===== config.mk =====
export PLATFORM = sky130hd
export DESIGN_NAME = ctrl_resolve_stage
export DESIGN_NICKNAME = d
export VERILOG_FILES = /design/src/rtl/ctrl_resolve_pkg.sv /design/src/rtl/ctrl_resolve_stage_bp_update_fifo.sv /design/src/rtl/ctrl_resolve_stage.sv
export SDC_FILE = /design/constraint.sdc
export NUM_CORES = 1
export LEC_CHECK = 0
export BUFFER_PORTS_ARGS = -buffer_cell sky130_fd_sc_hd__buf_4
export CAP_MARGIN = 10
export CELL_PAD_IN_SITES_DETAIL_PLACEMENT = 1
export CELL_PAD_IN_SITES_GLOBAL_PLACEMENT = 1
export CORE_MARGIN = 10
export CORE_UTILIZATION = 40
export CTS_BUF_LIST = sky130_fd_sc_hd__clkbuf_8
export DETAILED_ROUTE_END_ITERATION = 8
export PLACE_DENSITY = 0.86
export SYNTH_ARGS = -nofsm -noshare
export SYNTH_HDL_FRONTEND = slang
export SYNTH_HIERARCHICAL = 1
export SYNTH_SLANG_ARGS = --single-unit

===== constraint.sdc =====
create_clock -name clk -period 3.6 [get_ports clk]
set_clock_uncertainty 0.2 [all_clocks]
set_input_delay 0.54 -clock clk [delete_from_list [all_inputs] [get_ports clk]]
set_output_delay 0.54 -clock clk [all_outputs]
set_load 0.03 [all_outputs]

===== src/rtl/ctrl_resolve_pkg.sv =====
// -----------------------------------------------------------------------------
// ctrl_resolve_pkg
// Shared definitions for the control-resolve stage of the branch execution lane.
//   - EXECUTION_FLAGS width and the bit positions the stage decodes
//   - branch-predictor training packet layout
//   - resolve-stage FSM state encoding
// -----------------------------------------------------------------------------
package ctrl_resolve_pkg;

   localparam int EXEC_FLAGS_W = 8;

   localparam int MISPRED_BIT  = 0;
   localparam int EXEC_BIT     = 2;
   localparam int BPUPD_BIT    = 5;
   localparam int CTRL_BIT     = 7;

   // Default PC width of the lane; the training packet below uses it.
   localparam int BP_PC_W      = 32;

   // Training packet, MSB first. The FIFO stores this exact field order.
   typedef struct packed {
      logic [BP_PC_W-1:0] pc;
      logic [BP_PC_W-1:0] target;
      logic               dir;
   } bp_upd_t;

   typedef enum logic [1:0] {
      ST_IDLE     = 2'd0,
      ST_REDIRECT = 2'd1,
      ST_DRAIN    = 2'd2
   } state_t;

   // Packed width of a training packet for an arbitrary PC width.
   function automatic int bp_upd_width(input int pc_w);
      return 2 * pc_w + 1;
   endfunction

endpackage


===== src/rtl/ctrl_resolve_stage_bp_update_fifo.sv =====
// -----------------------------------------------------------------------------
// bp_update_fifo
// Small synchronous FIFO holding branch-predictor training packets.
// Ports:
//   clk, reset     rising-edge clock, synchronous active-high reset
//   i_push/i_data  write request and payload (dropped when full with no pop)
//   i_pop          read request (ignored when empty)
//   o_data         head entry, forced to zero while empty
//   o_empty        no entries held
//   o_count_next   occupancy after the current edge
// -----------------------------------------------------------------------------
module bp_update_fifo #(
   parameter  int DEPTH = 4,
   parameter  int WIDTH = 65,
   localparam int AW    = $clog2(DEPTH),
   localparam int CW    = AW + 1
) (
   input  logic             clk,
   input  logic             reset,
   input  logic             i_push,
   input  logic [WIDTH-1:0] i_data,
   input  logic             i_pop,
   output logic [WIDTH-1:0] o_data,
   output logic             o_empty,
   output logic [CW-1:0]    o_count_next
);

   logic [WIDTH-1:0] r_mem [DEPTH];
   logic [AW-1:0]    r_wr_ptr;
   logic [AW-1:0]    r_rd_ptr;
   logic [CW-1:0]    r_count;
   logic             w_full;
   logic             w_push;
   logic             w_pop;

   assign o_empty = (r_count == '0);
   assign w_full  = (r_count == CW'(DEPTH));
   assign w_pop   = i_pop & ~o_empty;
   // A full FIFO still takes a push when the head leaves in the same cycle.
   assign w_push  = i_push & (~w_full | w_pop);

   always_comb begin
      o_count_next = r_count;
      case ({w_push, w_pop})
         2'b10:   o_count_next = r_count + CW'(1);
         2'b01:   o_count_next = r_count - CW'(1);
         default: o_count_next = r_count;
      endcase
   end

   // NOTE: sequential state uses non-blocking assignments so every register
   // samples pre-edge values regardless of block evaluation order.
   always_ff @(posedge clk) begin
      if (reset) begin
         r_wr_ptr <= '0;
         r_rd_ptr <= '0;
         r_count  <= '0;
      end else begin
         // Pointers are log2(DEPTH) bits wide, so they wrap modulo DEPTH.
         if (w_push) r_wr_ptr <= r_wr_ptr + AW'(1);
         if (w_pop)  r_rd_ptr <= r_rd_ptr + AW'(1);
         r_count <= o_count_next;
      end
   end

   // NOTE: storage has no reset; validity is tracked by the count, and the
   // read mux below zeroes the output while the FIFO is empty.
   always_ff @(posedge clk) begin
      if (w_push) r_mem[r_wr_ptr] <= i_data;
   end

   assign o_data = o_empty ? '0 : r_mem[r_rd_ptr];

endmodule


===== src/rtl/ctrl_resolve_stage.sv =====
// -----------------------------------------------------------------------------
// ctrl_resolve_stage
// Registered resolution stage behind the control ALU. Latches one resolved
// control instruction per cycle, presents its writeback, raises a one-cycle
// front-end redirect on a mispredict, suppresses wrong-path packets for a
// fixed window, and queues predictor training packets.
// Ports:
//   clk, reset                      clock, synchronous active-high reset
//   exeValid_i, pc_i, result_i,     resolved packet from the control ALU
//   nextPC_i, direction_i, flags_i,
//   destValid_i, phyDest_i, robID_i
//   flush_i                         commit-side squash
//   wb*_o                           registered writeback to ROB/register file
//   recoverValid_o, recoverPC_o     front-end redirect pulse and target
//   updValid_o, updReady_i,         predictor training handshake
//   updPC_o, updTarget_o, updDir_o
//   stall_o                         upstream must stop issuing
// -----------------------------------------------------------------------------
module ctrl_resolve_stage
   import ctrl_resolve_pkg::*;
#(
   parameter int SIZE_PC           = 32,
   parameter int SIZE_ROB_LOG      = 7,
   parameter int SIZE_PHYSICAL_LOG = 7,
   parameter int UPD_DEPTH         = 4,
   parameter int DRAIN_CYCLES      = 3
) (
   input  logic                         clk,
   input  logic                         reset,
   input  logic                         exeValid_i,
   input  logic [SIZE_PC-1:0]           pc_i,
   input  logic [SIZE_PC-1:0]           result_i,
   input  logic [SIZE_PC-1:0]           nextPC_i,
   input  logic                         direction_i,
   input  logic [EXEC_FLAGS_W-1:0]      flags_i,
   input  logic                         destValid_i,
   input  logic [SIZE_PHYSICAL_LOG-1:0] phyDest_i,
   input  logic [SIZE_ROB_LOG-1:0]      robID_i,
   input  logic                         flush_i,
   output logic                         wbValid_o,
   output logic                         wbDestValid_o,
   output logic                         wbMispredict_o,
   output logic [SIZE_PC-1:0]           wbData_o,
   output logic [SIZE_PHYSICAL_LOG-1:0] wbPhyDest_o,
   output logic [SIZE_ROB_LOG-1:0]      wbRobID_o,
   output logic                         recoverValid_o,
   output logic [SIZE_PC-1:0]           recoverPC_o,
   output logic                         updValid_o,
   input  logic                         updReady_i,
   output logic [SIZE_PC-1:0]           updPC_o,
   output logic [SIZE_PC-1:0]           updTarget_o,
   output logic                         updDir_o,
   output logic                         stall_o
);

   localparam int CNT_W  = $clog2(DRAIN_CYCLES + 1);
   localparam int UPD_W  = bp_upd_width(SIZE_PC);
   localparam int UPD_CW = $clog2(UPD_DEPTH) + 1;

   state_t                  r_state;
   state_t                  w_state_next;
   logic [CNT_W-1:0]        r_drain_cnt;
   logic [CNT_W-1:0]        w_drain_cnt_next;

   logic                    w_accept;
   logic                    w_mispred;
   logic                    w_upd_push;
   logic                    w_upd_pop;
   logic                    w_upd_empty;
   logic [UPD_W-1:0]        w_upd_wdata;
   logic [UPD_W-1:0]        w_upd_head;
   logic [UPD_CW-1:0]       w_upd_count_next;
   logic                    w_stall_next;
   logic                    w_flags_unused;

   logic                         r_wb_valid;
   logic                         r_wb_dest_valid;
   logic                         r_wb_mispred;
   logic [SIZE_PC-1:0]           r_wb_data;
   logic [SIZE_PHYSICAL_LOG-1:0] r_wb_phy_dest;
   logic [SIZE_ROB_LOG-1:0]      r_wb_rob_id;
   logic [SIZE_PC-1:0]           r_recover_pc;
   logic                         r_stall;

   // Only executed packets are resolved; anything arriving outside IDLE is
   // wrong-path, and a squash discards the packet in its own cycle.
   assign w_accept   = exeValid_i & flags_i[EXEC_BIT] & (r_state == ST_IDLE) & ~flush_i;
   assign w_mispred  = flags_i[MISPRED_BIT];
   assign w_upd_push = w_accept & flags_i[BPUPD_BIT];
   assign w_upd_pop  = updValid_o & updReady_i;

   // Remaining flag bits are informational for this stage.
   assign w_flags_unused = ^{flags_i[CTRL_BIT], flags_i[6], flags_i[4:3], flags_i[1]};

   // ---------------------------------------------------------------------------
   // Redirect / drain FSM
   // ---------------------------------------------------------------------------
   always_comb begin
      w_state_next     = r_state;
      w_drain_cnt_next = r_drain_cnt;
      case (r_state)
         ST_IDLE: begin
            if (w_accept && w_mispred) w_state_next = ST_REDIRECT;
         end
         ST_REDIRECT: begin
            w_state_next     = ST_DRAIN;
            w_drain_cnt_next = CNT_W'(DRAIN_CYCLES - 1);
         end
         ST_DRAIN: begin
            if (r_drain_cnt == '0) w_state_next = ST_IDLE;
            else                   w_drain_cnt_next = r_drain_cnt - CNT_W'(1);
         end
         default: w_state_next = ST_IDLE;
      endcase
      // A squash abandons any redirect in progress; accept is already blocked.
      if (flush_i) w_state_next = ST_IDLE;
   end

   always_ff @(posedge clk) begin
      if (reset) begin
         r_state     <= ST_IDLE;
         r_drain_cnt <= '0;
      end else begin
         r_state     <= w_state_next;
         r_drain_cnt <= w_drain_cnt_next;
      end
   end

   // ---------------------------------------------------------------------------
   // Stage register: writeback, redirect target, stall
   // ---------------------------------------------------------------------------
   // Stall looks at post-edge occupancy and state so upstream sees it one
   // cycle earlier than a registered-from-current version would allow.
   assign w_stall_next = (w_upd_count_next >= UPD_CW'(UPD_DEPTH - 1)) |
                         (w_state_next != ST_IDLE);

   always_ff @(posedge clk) begin
      if (reset) begin
         r_wb_valid      <= 1'b0;
         r_wb_dest_valid <= 1'b0;
         r_wb_mispred    <= 1'b0;
         r_wb_data       <= '0;
         r_wb_phy_dest   <= '0;
         r_wb_rob_id     <= '0;
         r_recover_pc    <= '0;
         r_stall         <= 1'b0;
      end else begin
         r_wb_valid <= w_accept;
         r_stall    <= w_stall_next;
         if (w_accept) begin
            r_wb_dest_valid <= destValid_i;
            r_wb_mispred    <= w_mispred;
            r_wb_data       <= result_i;
            r_wb_phy_dest   <= phyDest_i;
            r_wb_rob_id     <= robID_i;
         end
         // Target is held after the pulse until the next mispredict.
         if (w_accept && w_mispred) r_recover_pc <= nextPC_i;
      end
   end

   assign wbValid_o      = r_wb_valid;
   assign wbDestValid_o  = r_wb_dest_valid;
   assign wbMispredict_o = r_wb_mispred;
   assign wbData_o       = r_wb_data;
   assign wbPhyDest_o    = r_wb_phy_dest;
   assign wbRobID_o      = r_wb_rob_id;
   assign recoverValid_o = (r_state == ST_REDIRECT);
   assign recoverPC_o    = r_recover_pc;
   assign stall_o        = r_stall;

   // ---------------------------------------------------------------------------
   // Predictor training FIFO
   // ---------------------------------------------------------------------------
   // Field order matches bp_upd_t: {pc, target, dir}.
   assign w_upd_wdata = {pc_i, nextPC_i, direction_i};

   bp_update_fifo #(
      .DEPTH (UPD_DEPTH),
      .WIDTH (UPD_W)
   ) u_bp_update_fifo (
      .clk          (clk),
      .reset        (reset),
      .i_push       (w_upd_push),
      .i_data       (w_upd_wdata),
      .i_pop        (w_upd_pop),
      .o_data       (w_upd_head),
      .o_empty      (w_upd_empty),
      .o_count_next (w_upd_count_next)
   );

   // updValid_o and the head data come from registers only, so updReady_i
   // never reaches an output combinationally.
   assign updValid_o  = ~w_upd_empty;
   assign updPC_o     = w_upd_head[UPD_W-1 -: SIZE_PC];
   assign updTarget_o = w_upd_head[SIZE_PC:1];
   assign updDir_o    = w_upd_head[0];

endmodule


Word level (Yosys, flattened, before mapping):

Memories as Yosys holds them, arrays and structs flattened. A register that Yosys moved wholly into a read port is not among the register bits.
Cells that the tools add are included.

* $add $sub $neg: 5
* magnitude comparators: 1
* eq/ne operators: 6
* multiplexer cells: 12
* bitwise logic cells: 12
* reductions and logical operators: 7

Operators with widths (number)
* two-way mux 65 bit: 1
* two-way mux 2 bit: 6
* bitwise AND 1 bit: 7
* one-hot mux 2 bit (3 select lines): 1
* one-hot mux 3 bit (2 select lines): 1
* adder 2 x 1 -> 2 bit (second input constant): 2
* == test 2 x 1 -> 1 bit (second input constant): 2
* == test 2 bit (second input constant): 2
* logical NOT 2 bit: 2
* one-hot mux 2 bit (2 select lines): 1
* nonzero test 2 bit: 2
* adder 3 x 1 -> 3 bit (second input constant): 1
* == test 3 bit (second input constant): 1
* greater-or-equal comparator 3 x 2 -> 1 bit (second input constant): 1
* logical NOT 3 bit: 1
* NOT 1 bit: 3
* subtractor 3 x 1 -> 3 bit (second input constant): 1
* two-way mux 1 bit: 2
* != test 2 bit (second input constant): 1
* OR 1 bit: 2
* AND reduction 2 bit: 1
* subtractor 2 x 1 -> 2 bit (second input constant): 1
* logical AND 1 bit: 1

* register bits: 93
* bits in writable memories: 260
* input bits: 125
* output and inout bits: 149
* word-level logic and storage cells: 57
* memories kept: 1

Memories
* u_bp_update_fifo.r_mem: words 4, width 65, rd ports 1, clocked after memory_dff 1, wr ports 1, line ctrl_resolve_stage_bp_update_fifo.sv:28 `logic [WIDTH-1:0] r_mem [DEPTH];`

Longest topological paths before layout:

Gate-level depths: netlist (run 1).

* depth in word-level cells: 10
* mapped depth: 15
* mapped depth without buffers: 13

Hierarchy:

Netlist (run 1), hierarchy kept.

Modules (own cells, without submodules)
* bp_update_fifo: instances 1, cells an instance 465, area an instance 10326.2 sq um, sequential area each 7987.7 sq um
* ctrl_resolve_stage: instances 1, cells an instance 388, area an instance 3639.7 sq um, sequential area each 1721.7 sq um

Worst setup path after synthesis (run 1):

Ideal clock, no wire load.

* path type: input-to-reg
* from: in flush_i
* to: mem u_bp_update_fifo.r_mem[2][0], enable pin
* library setup time: 0.430 ns
* arrival time: 3.188 ns
* data required time: 2.970 ns
* setup slack: -0.218 ns
* stages: 7
* path buffers: 2
* cells stage by stage: nor3b_4 -> and3_1 -> buf_6 -> buf_8 -> and2_1 -> o41a_4 -> and2_1

* longest elaborated chain between the ends: 6

RTL lines
* from (decl): line ctrl_resolve_stage.sv:39 `input logic flush_i,`
* NOT 1 bit: line ctrl_resolve_stage.sv:87 `assign w_accept = exeValid_i & flags_i[EXEC_BIT] & (r_state == ST_IDLE) & ~flush_i;`
* bitwise AND 1 bit: line ctrl_resolve_stage.sv:87
* bitwise AND 1 bit: line ctrl_resolve_stage.sv:89 `assign w_upd_push = w_accept & flags_i[BPUPD_BIT];`
* net w_upd_push: line ctrl_resolve_stage.sv:67 `logic w_upd_push;`
* bitwise AND 1 bit: line ctrl_resolve_stage_bp_update_fifo.sv:40 `assign w_push = i_push & (~w_full | w_pop);`
* two-way mux 1 bit: line ctrl_resolve_stage_bp_update_fifo.sv:69 `if (w_push) r_mem[r_wr_ptr] <= i_data;`
* two-way mux 1 bit (implied by the code): line ctrl_resolve_stage_bp_update_fifo.sv:69
* to (decl): line ctrl_resolve_stage_bp_update_fifo.sv:28

The timed path passes the listed nets, and every way through them passes these cells.

==> impl_results.md, run 1 <==
- Fin worst setup slack: 395 ps
- Final hold viol count: 0
- Initial core utilization: 40.5%
- Crit path kind: reg2out
- Layout cells sized above 1: 34.1%
- Fin crit share: 89.0%
- Crit-path cells: buf_12 -> mux4_2 -> nor2b_1 -> buf_4
- Static Leakage: 6.79 nW
- Worst-skew pair later-pin latency: 590 ps
- Worst-path clk slew: 70 ps
- R2R depth: 13
- Max-Cap Viols: 0
- GRT Util Overall: 18.8%
- Die span in y: 207 um
- Area share of the largest cell type after synthesis: 55.9%
- Critical Path Slowest Stage Cell: dfxtp_4
- FMAX: 312 MHz
- Status: completed
- Top Family by Delay on Critical Path: flip-flops
- Power Total: 8.37 mW
- H-tree levels: 2
- Largest net degree at the start of global routing: 88
- Sw frac: 23.0%
- Number of global-route vias before repair: 10,100
- Sink Count: 355
- CTS tree: built
- Top cells by count, synth: edfxtp_1, nand2_1, dfxtp_1
- # rows: 68
- Max rail drop VDD: 0.281 mV
- Worst path bufs/invs: 2
- Setup violations, final: 0
- Cell Pwr Density: 452 nW/um^2
- Seq pwr share: 53.2%
- Syn Nets: 985
- # nets final: 1,376
- Min-Delay Path Class: in2reg
- Area contributors post-synth: edfxtp_1, dfxtp_1, mux4_2, mux2i_1, nor2b_1
- CTS Hold Buffers Added: 104
- Area Growth Syn to Fin: 32.7%
- Die W: 207 um
- Post-DP Area: 16,400 sq um
- Async set-or-reset flop fraction in the synthesized netlist: 0%
- Cell-internal power: 6.44 mW
- Placer congestion estimate: 0.723
- Worst setup EP type: output port
- Clock Power Share: 39.3%
- End of the critical path: updTarget_o[1]
- Fin crit period: 3200 ps
- Mapped Area: 14,000 sq um
- WP data required: 2860 ps
- Routed wire length: 40,800 um
- FF-to-FF setup slack: 660 ps
- Count of state elements after synthesis: 355
- Yosys cell types: 43
- Top Ports: 274
- Pins over their slew limit: 0
- R2R Path End: stall_o$_SDFF_PP0_
- Setup Buffers After CTS: 0
- Placed cell count: 1,537
- Number of buffers created by CTS: 56
- Core ar.: 34,500 sq um
- Port-buffer cells: 268
- Fin cells: 1,744
- Via density: 5.07
- P_sw: 1.93 mW
- TNS Setup: 0 ps
- Clock Tree Root: clkbuf_8
- Syn Area/Cell: 16.4 sq um
- TritonRoute pass-1 iters: 7
- DRC Markers: 0
- Grt total ovfl: 0
- Maximum buffer depth of the clock tree: 3
- Post-synth EDFFs: 260
- Syn. warnings: 6
- Final Instance Area: 18,500 sq um
- Post-CTS Resized: 0
- Antenna violations before repair: 2
- Post-DP HPWL: 24,200 um
- Initial DRC count: 445
- Measured slew at the worst slew-check pin: 850 ps
- Worst Path Arrival: 2460 ps
- Slew HR: 43.3%
- Pre-CTS setup slack: 379 ps
- Crit start category: register
- Post-Syn Instances: 853
- Ys flop type: edfxtp_1
- Most frequent cell after synthesis: edfxtp_1
- Critical-path maximum fanout: 29
- Critical R2R Launch: r_state[1]$_SDFF_PP0_
- CP Depth: 4
- Sequential share of the synthesized area: 69.5%
- Post-DRT Antenna Nets: 0
- Routed wire per std cell: 23.4 um
- Die ar.: 42,800 sq um
- First-pass GRT wire length: 61,700 um
- Comb pwr share: 7.5%
- Slowest cell delay on critical path: 580 ps
- Post-synth top area cell: edfxtp_1
- Vias: 8,849
- RSZ-0062 raised after global routing: no
==> layer usage <==
metal | share of wire [%] | up-vias | global-route usage, %
met5 | 0 | - | 0
met4 | 1.5 | 0 | 4.68
met3 | 9.4 | 44 | 7.05
met2 | 51 | 337 | 32.5
met1 | 39 | 4502 | 21.7
li1 | - | 3966 | -
==> final cells by class <==
type                            instances  area [sq um]
Fill cell                            3315         15900
Sequential cell                       355          9720
Multi-Input combinational cell        429          3840
Timing Repair Buffer                  389          3280
Clock buffer                           59           812
Tap cell                              455           569
Clock inverter                         42           256
Inverter                               13          51.3
Antenna cell                            2          5.00
==> worst min-delay path, stage by stage <==
cell and delay [ps]:
buf_4 110, nand2_1 60, mux2i_1 70
==> kinds of logic after synthesis <==
group | count (synthesis) | synth area share (%)
simple gates | 225 | 8.36
mux | 116 | 14.2
buf+inv | 69 | 3.14
compound gates | 77 | 3.86
fa+ha+maj | 7 | 0.681
xor+xnor | 4 | 0.251
flops | 355 | 69.5
==> state kept, by name, summed over array words and instances, names as in the netlist, named ones only <==
signal and cells:
wbValid_o 1, wbMispredict_o 1, r_drain_cnt 2, u_bp_update_fifo/r_mem 260, r_state 2, wbDestValid_o 1
wbData_o 32, wbPhyDest_o 7, recoverPC_o 32, u_bp_update_fifo/r_count 3, u_bp_update_fifo/r_wr_ptr 2, wbRobID_o 7
stall_o 1, u_bp_update_fifo/r_rd_ptr 2
==> power by group through the flow <==
stage,clock (mW),sequential (mW),combinational (mW)
CTS,3.36,4.45,0.621
floorplan,0,4.59,0.202
detailed placement,0,4.54,0.524
finish,3.29,4.45,0.626
global placement,0,4.53,0.505
global route,3.57,4.45,0.670
==> through the flow <==
step           utilization, %  hold slack (ps)
6_report                 53.8             47.6
5_1_grt                  53.8             11.8
4_1_cts                  53.8             3.87
3_5_place_dp             47.6              253
3_3_place_gp             47.6              243
2_1_floorplan               -              259
==> layout by cell type (no fill, tap or decap), types with 3 or more instances in the layout <==
master         count
a31o_1            32
edfxtp_1         260
bufinv_16          3
clkinv_2           7
nand2b_1          34
clkbuf_8          59
mux2i_1           49
clkinvlp_4         3
dlygate4sd3_1    104
ha_1               6
nand2_1           96
mux4_2            65
nor2_1             9
inv_1             31
and2_4             5
buf_12             8
dfxtp_1           93
clkinv_1           9
buf_4            277
a21oi_1           36
nor2b_1           70
==> how the worst min path moves through the flow <==
stage,slack (ps),cells past startpoint,from,endpoint
floorplan,260,2,u_bp_update_fifo/r_rd_ptr[1]$_SDFFE_PP0P_,register
global placement,240,2,wbData_o[2]$_SDFFE_PP0N_,wbData_o[2]$_SDFFE_PP0N_
detailed placement,250,2,wbData_o[6]$_SDFFE_PP0N_,wbData_o[6]$_SDFFE_PP0N_
CTS,4,3,result_i[2],wbData_o[2]$_SDFFE_PP0N_
global route,10,3,result_i[2],wbData_o[2]$_SDFFE_PP0N_
finish,50,3,result_i[0],wbData_o[0]$_SDFFE_PP0N_
Power figures use the tool's default switching activity.
==> inputs of run 2 (changes only) <==
Settings changed: ABC_AREA set to 0.
Clock period 3.6 ns to 2.6 ns, I/O delays scaled along.
==> run 2 against run 1 <==
The run now ends with negative setup slack left. Count of clock-buffer cells in the layout increased by 6. Clock power increased by 41%. Setup slack got worse by 590 ps. Power increased by 41%. Routed wire length increased by 11%. Die area unchanged. Cell area increased by 6.6%. Sequential share of layout area decreased by 3.2 points. Worst hold slack improved by 54 ps. Global-route usage increased by 1.4 points.
==> impl_results.md, run 2 (same netlist as run 1, synthesis figures left out) <==
- TritonRoute pass-1 iters: 4 (-3)
- Port-buffer cells: 268 (unchanged)
- P_sw: 2.80 mW (+45%)
- Hold EP: recoverPC_o[16]$_SDFFE_PP0P_
- Power Total: 11.8 mW (+41%)
- Top reg by flops: u_bp_update_fifo/r_mem
- Slew HR: 44.5% (+1.1 points)
- Sink Count: 355 (unchanged)
- DRC Markers: 0 (unchanged)
- Critical-path maximum fanout: 5 (-83%)
- Worst Path Arrival: 2210 ps (-250 ps)
- Clock Power Share: 39.5% (+0.2 points)
- Post-DRT Antenna Nets: 0 (unchanged)
- Routed wire per std cell: 25.0 um (+7.0%)
- H-tree levels: 2 (unchanged)
- Top Ports: 274 (unchanged)
- Met2 GRT Util: 34.7% (+2.2 points)
- WP data required: 2010 ps (-850 ps)
- Comb pwr share: 8.2% (+0.7 points)
- Layout cells sized above 1: 40.2% (+6.1 points)
- Fillcell total: 3,238 (-2.3%)
- Measured slew at the worst slew-check pin: 833 ps (-17.0 ps)
- Vias: 9,295 (+5.0%)
- Sw frac: 23.8% (+0.77 points)
- Clock Tree Root: clkbuf_8
- Cell Pwr Density: 597 nW/um^2 (+32%)
- Most common cell after layout, fill and taps aside: edfxtp_1
- Setup violations, final: 68 (+68)
- Initial core utilization: 40.5% (unchanged)
- # nets final: 1,434 (+4.2%)
- Most used routing layer: met2
- Met1 Use GR: 23.2% (+1.5 points)
- Routed wire length: 45,200 um (+11%)
- Crit start category: register
- First-pass GRT wire length: 65,300 um (+5.9%)
- Critical R2R Launch: u_bp_update_fifo/r_count[2]$_SDFF_PP0_
- Hold Path Depth: 3 (unchanged)
- FF-to-FF setup slack: -20 ps (-680 ps)
- Worst-skew pair later-pin latency: 620 ps (+30 ps)
- R2R depth: 10 (-3)
- Die W: 207 um (unchanged)
- Worst setup EP type: output port
- Grt total ovfl: 0 (unchanged)
- Pins over their slew limit: 0 (unchanged)
- Max reg flops: 260 (unchanged)
- Hold path start: reset
- Cell-internal power: 8.98 mW (+39%)
- Core ar.: 34,500 sq um (unchanged)
- Seq pwr share: 52.4% (-0.8 points)
- Fin util: 57.3% (+3.5 points)
- Number of buffers created by CTS: 58 (+3.6%)
- Worst-path clk slew: 70 ps (about the same)
- Area Growth Syn to Fin: 41.4%
- Post-DP HPWL: 25,900 um (+6.9%)
- Placer congestion estimate: 0.726 (+0.43%)
- Antenna violations before repair: 2 (unchanged)
- Largest net degree at the start of global routing: 69 (-22%)
- Most frequent cells in the layout: edfxtp_1, buf_4, dlygate4sd3_1, nand2_1, dfxtp_1
- Max rail drop VDD: 0.351 mV (+25%)
- Fin crit share: 108%
- Crit path kind: reg2out
- Maximum buffer depth of the clock tree: 3 (unchanged)
- Die span in y: 207 um (unchanged)
- Final hold viol count: 0 (unchanged)
- FMAX: 357 MHz
- Fin worst setup slack: -198 ps (-593 ps)
- Static Leakage: 7.38 nW (+8.7%)
- R2R Path End: stall_o$_SDFF_PP0_
- Die ar.: 42,800 sq um (unchanged)
- Number of global-route vias before repair: 10,500 (+3.8%)
- RSZ-0062 raised after global routing: yes
- Max-Cap Viols: 0 (unchanged)
- Status: finished, violations left
- CTS tree: built
- Fin crit period: 2800 ps
- Via density: 5.14 (+1.4%)
- Initial DRC count: 481 (+8.1%)
- Met3 Resource Use GR: 6.32% (-0.73 points)
- GRT Util Overall: 20.2% (+1.4 points)
- Failing checks: negative setup slack
- Min-Delay Path Class: in2reg
- # rows: 68 (unchanged)
## run 2: repair_timing
| item | 4_1_cts | 5_1_grt |
|---|---|---|
| pin swaps | 2 | 1 |
| resized for setup | 22 | 112 |
| cloned | 3 | 4 |
| hold buffers | 113 | 0 |
| setup buffers | 11 | 7 |
| endpoints found under the hold margin | 341 | 0 |
| setup endpoints to repair | 68 | 67 |
## run 2: worst max-delay path by stage
stage	from	endpoint	slack, ps	cells past startpoint
after floorplan	exeValid_i	stall_o$_SDFF_PP0_	-230	15
after global placement	exeValid_i	stall_o$_SDFF_PP0_	-120	14
after detailed placement	exeValid_i	stall_o$_SDFF_PP0_	-200	14
after CTS	register	updPC_o[14]	-260	5
after global routing	register	updTarget_o[6]	-260	5
final	register	updTarget_o[6]	-200	5
## run 2: power by group through the flow
stage	registers, mW	clock network [mW]	logic [mW]
CTS	6.16	4.72	0.895
global route	6.17	5.02	1.02
finish	6.17	4.65	0.961
detailed placement	6.28	0	0.743
global placement	6.28	0	0.717
floorplan	6.35	0	0.282
## run 2: cell type report
class	instances	area [sq um]	share of cell area, %
Antenna cell	2	5.00	0.0253
Clock buffer	65	895	4.53
Clock inverter	43	210	1.06
Inverter	13	53.8	0.272
Multi-Input combinational cell	429	4110	20.8
Sequential cell	355	9720	49.2
Tap cell	455	569	2.88
Timing Repair Buffer	445	4180	21.2
## run 2: through the flow
step	setup WS [ps]	instances	hold WS, ps	area (sq um)	TNS, ps
floorplan	-232	853	259	14000	-5250
global placement	-120	1562	241	16700	-169
detailed placement	-201	1562	248	16700	-300
CTS	-264	1797	61.7	19200	-14150
global route	-264	1807	100	19700	-12820
finish	-198	1807	102	19700	-7010
## run 2: worst max-delay path: stages (launching register included)
cell,delay (ps)
dfxtp_4,390
buf_12,150
clkbuf_16,160
mux4_2,540
nor2b_2,190
buf_6,150
## run 2: routing by layer
metal | routed length, um | vias to the layer above
met2 | 23400 | 362
met4 | 1150 | 0
met1 | 17300 | 4771
met3 | 3350 | 72
li1 | - | 4090
met5 | 0 | -
==> inputs of run 3 (changes only) <==
Settings changed: PLACE_DENSITY 0.86 to 0.83, SETUP_SLACK_MARGIN set to 0.15.
Clock period 2.6 ns to 2.9 ns, I/O delays scaled along.
==> run 3 against run 2 <==
The flow now finishes without violations. Via count decreased by 2.4%. Routed wire length is 5.8% lower. Final cell count decreased by 1.0%. Die area is the same. Core utilization is 1.1 points lower. Power is 8.6% lower. Critical path depth increased by 1. Sequential power fell by 10%. Register-to-register slack better by 270 ps. Clock power shrank 4.7%.
==> impl_results.md, run 3 (same netlist as run 1, synthesis figures left out) <==
- Clock Tree Root: clkbuf_8
- Largest net degree at the start of global routing: 69 (unchanged)
- Antenna violations before repair: 1 (-1)
- DRC Markers: 0 (unchanged)
- Sw frac: 23.2% (-0.61 points)
- FMAX: 345 MHz
- H-tree levels: 2 (unchanged)
- Fillcell total: 3,271 (+1.0%)
- P_sw: 2.50 mW (-11%)
- Crit path kind: reg2out
- Placed cell count: 1,543 (-1.2%)
- Crit start category: register
- Top reg by flops: u_bp_update_fifo/r_mem
- Met1 Use GR: 23.3% (+0.10 points)
- Top Ports: 274 (unchanged)
- Seq pwr share: 51.3% (-1.1 points)
- Worst setup EP type: output port
- # rows: 68 (unchanged)
- Critical-path maximum fanout: 6 (+1)
- Post-DP HPWL: 24,200 um (-6.6%)
- Sink Count: 355 (unchanged)
- Maximum buffer depth of the clock tree: 3 (unchanged)
- Pins over their slew limit: 0 (unchanged)
- Routed wire per std cell: 23.8 um (-4.8%)
- Die span in y: 207 um (unchanged)
- FF/Latch Area: 9720 sq um (about the same)
- Max rail drop VDD: 0.342 mV (-2.5%)
- Min-Delay Path Class: in2reg
- Met2 GRT Util: 34.2% (-0.53 points)
- Final hold viol count: 0 (unchanged)
- Status: completed
- CTS tree: built
- Layout cells sized above 1: 37.4% (-2.8 points)
- Slew HR: 46.2% (+1.7 points)
- Port-buffer cells: 268 (unchanged)
- TritonRoute pass-1 iters: 5 (+1)
- Vias: 9,069 (-2.4%)
- Max-Cap Viols: 0 (unchanged)
- Clock Power Share: 41.1% (+1.6 points)
- Area of the multi-input gates: 3930 sq um (-4.5%)
- Area Growth Syn to Fin: 38.7%
- Met3 Resource Use GR: 7.18% (+0.86 points)
- Grt total ovfl: 0 (unchanged)
- Post-DRT Antenna Nets: 0 (unchanged)
- Fin crit period: 2900 ps
- Most used routing layer: met2
- Initial DRC count: 436 (-9.4%)
- Fin cells: 1,789 (-1.0%)
- Initial core utilization: 40.5% (unchanged)
- Number of buffers created by CTS: 59 (+1.7%)
- Fin util: 56.2% (-1.1 points)
- Placer congestion estimate: 0.750 (+3.3%)
- Routed wire length: 42,600 um (-5.8%)
- Power Total: 10.8 mW (-8.6%)
- Worst-path clk slew: 60 ps (about the same)
- Comb pwr share: 7.6% (-0.6 points)
- Cell Pwr Density: 556 nW/um^2 (-6.8%)
- Setup violations, final: 0 (-100%)
- Static Leakage: 7.18 nW (-2.7%)
- Worst Path Arrival: 2260 ps (+50 ps)
- Cell-internal power: 8.27 mW (-7.9%)
- WP data required: 2270 ps (+260 ps)
- Number of global-route vias before repair: 10,400 (-0.97%)
- Most frequent cells in the layout: buf_4, edfxtp_1, dlygate4sd3_1, nand2_1, dfxtp_1
- Most common cell after layout, fill and taps aside: buf_4
- Die ar.: 42,800 sq um (unchanged)
- First-pass GRT wire length: 64,500 um (-1.2%)
- Fin crit share: 99.9%
- TNS Setup: 0 ps (+7010 ps)
- Die W: 207 um (unchanged)
- Via density: 5.07 (-1.4%)
- Min Hold Slack: 173 ps (+71.8 ps)
- RSZ-0062 raised after global routing: yes
- Worst-skew pair later-pin latency: 630 ps (about the same)
- Core ar.: 34,500 sq um (unchanged)
- Measured slew at the worst slew-check pin: 807 ps (-26.2 ps)
- Max reg flops: 260 (unchanged)
- GRT Util Overall: 19.9% (-0.29 points)
- # nets final: 1,414 (-1.4%)
-- run 3: cell count changes in the layout (fill, tap and decap cells not counted), moves of 6 or more --
cell,previous run,this run
nor2b_1,27,55
buf_6,43,16
nor2b_4,28,2
buf_4,259,271
buf_12,23,15
buf_16,1,9
clkbuf_8,65,71
-- run 3: power by group through the flow --
stage	registers, mW	clock network, mW	logic [mW]
floorplan	5.70	0	0.252
global placement	5.63	0	0.641
detailed placement	5.63	0	0.662
CTS	5.53	4.54	0.804
global route	5.53	4.80	0.872
finish	5.53	4.43	0.813
-- run 3: per-stage QoR --
step           setup slack, ps  cell area, sq um
6_report                  4.24             19400
5_1_grt                  -76.5             19400
4_1_cts                  -66.0             19200
3_5_place_dp             -3.90             16500
3_3_place_gp              64.2             16500
2_1_floorplan            -95.4             14000
-- run 3: worst paths after layout --
kind                                           from                                endpoint  slack (ps)  depth (start not counted)
min reg2reg               wbRobID_o[2]$_SDFFE_PP0N_               wbRobID_o[2]$_SDFFE_PP0N_         260                          2
max                                        register                         updTarget_o[26]           4                          6
min                                           reset                wbData_o[4]$_SDFFE_PP0N_         170                          4
max reg2reg  u_bp_update_fifo/r_count[2]$_SDFF_PP0_  u_bp_update_fifo/r_count[2]$_SDFF_PP0_         250                         11
-- run 3: layout make-up --
type | count | area share (%)
antenna | 1 | 0.0129
clock inverter | 41 | 1.14
inverter | 13 | 0.265
timing repair buffer | 424 | 20.1
tap | 455 | 2.94
clock buffer | 71 | 5.05
multi-input combinational | 429 | 20.3
sequential | 355 | 50.2
-- run 3: metal layers --
metal,wire length (um),vias to the layer above
li1,-,4062
met1,16700,4631
met2,21500,322
met3,3630,54
met4,675,0
met5,0,-
-- run 3: timing repair --
item | 4_1_cts | 5_1_grt
gates resized for setup | 31 | 26
setup endpoints to repair | 67 | 67
setup buffers | 10 | 3
hold buffers | 113 | 0
pin swaps | 2 | 5
gates cloned | 7 | 0
hold endpoints to repair | 341 | 0
-- run 3: worst max-delay path, stage by stage (launching register included) --
cell	delay, ps
dfxtp_4	380
buf_12	130
buf_12	120
buf_16	140
mux4_2	500
nor2b_2	180
buf_6	160
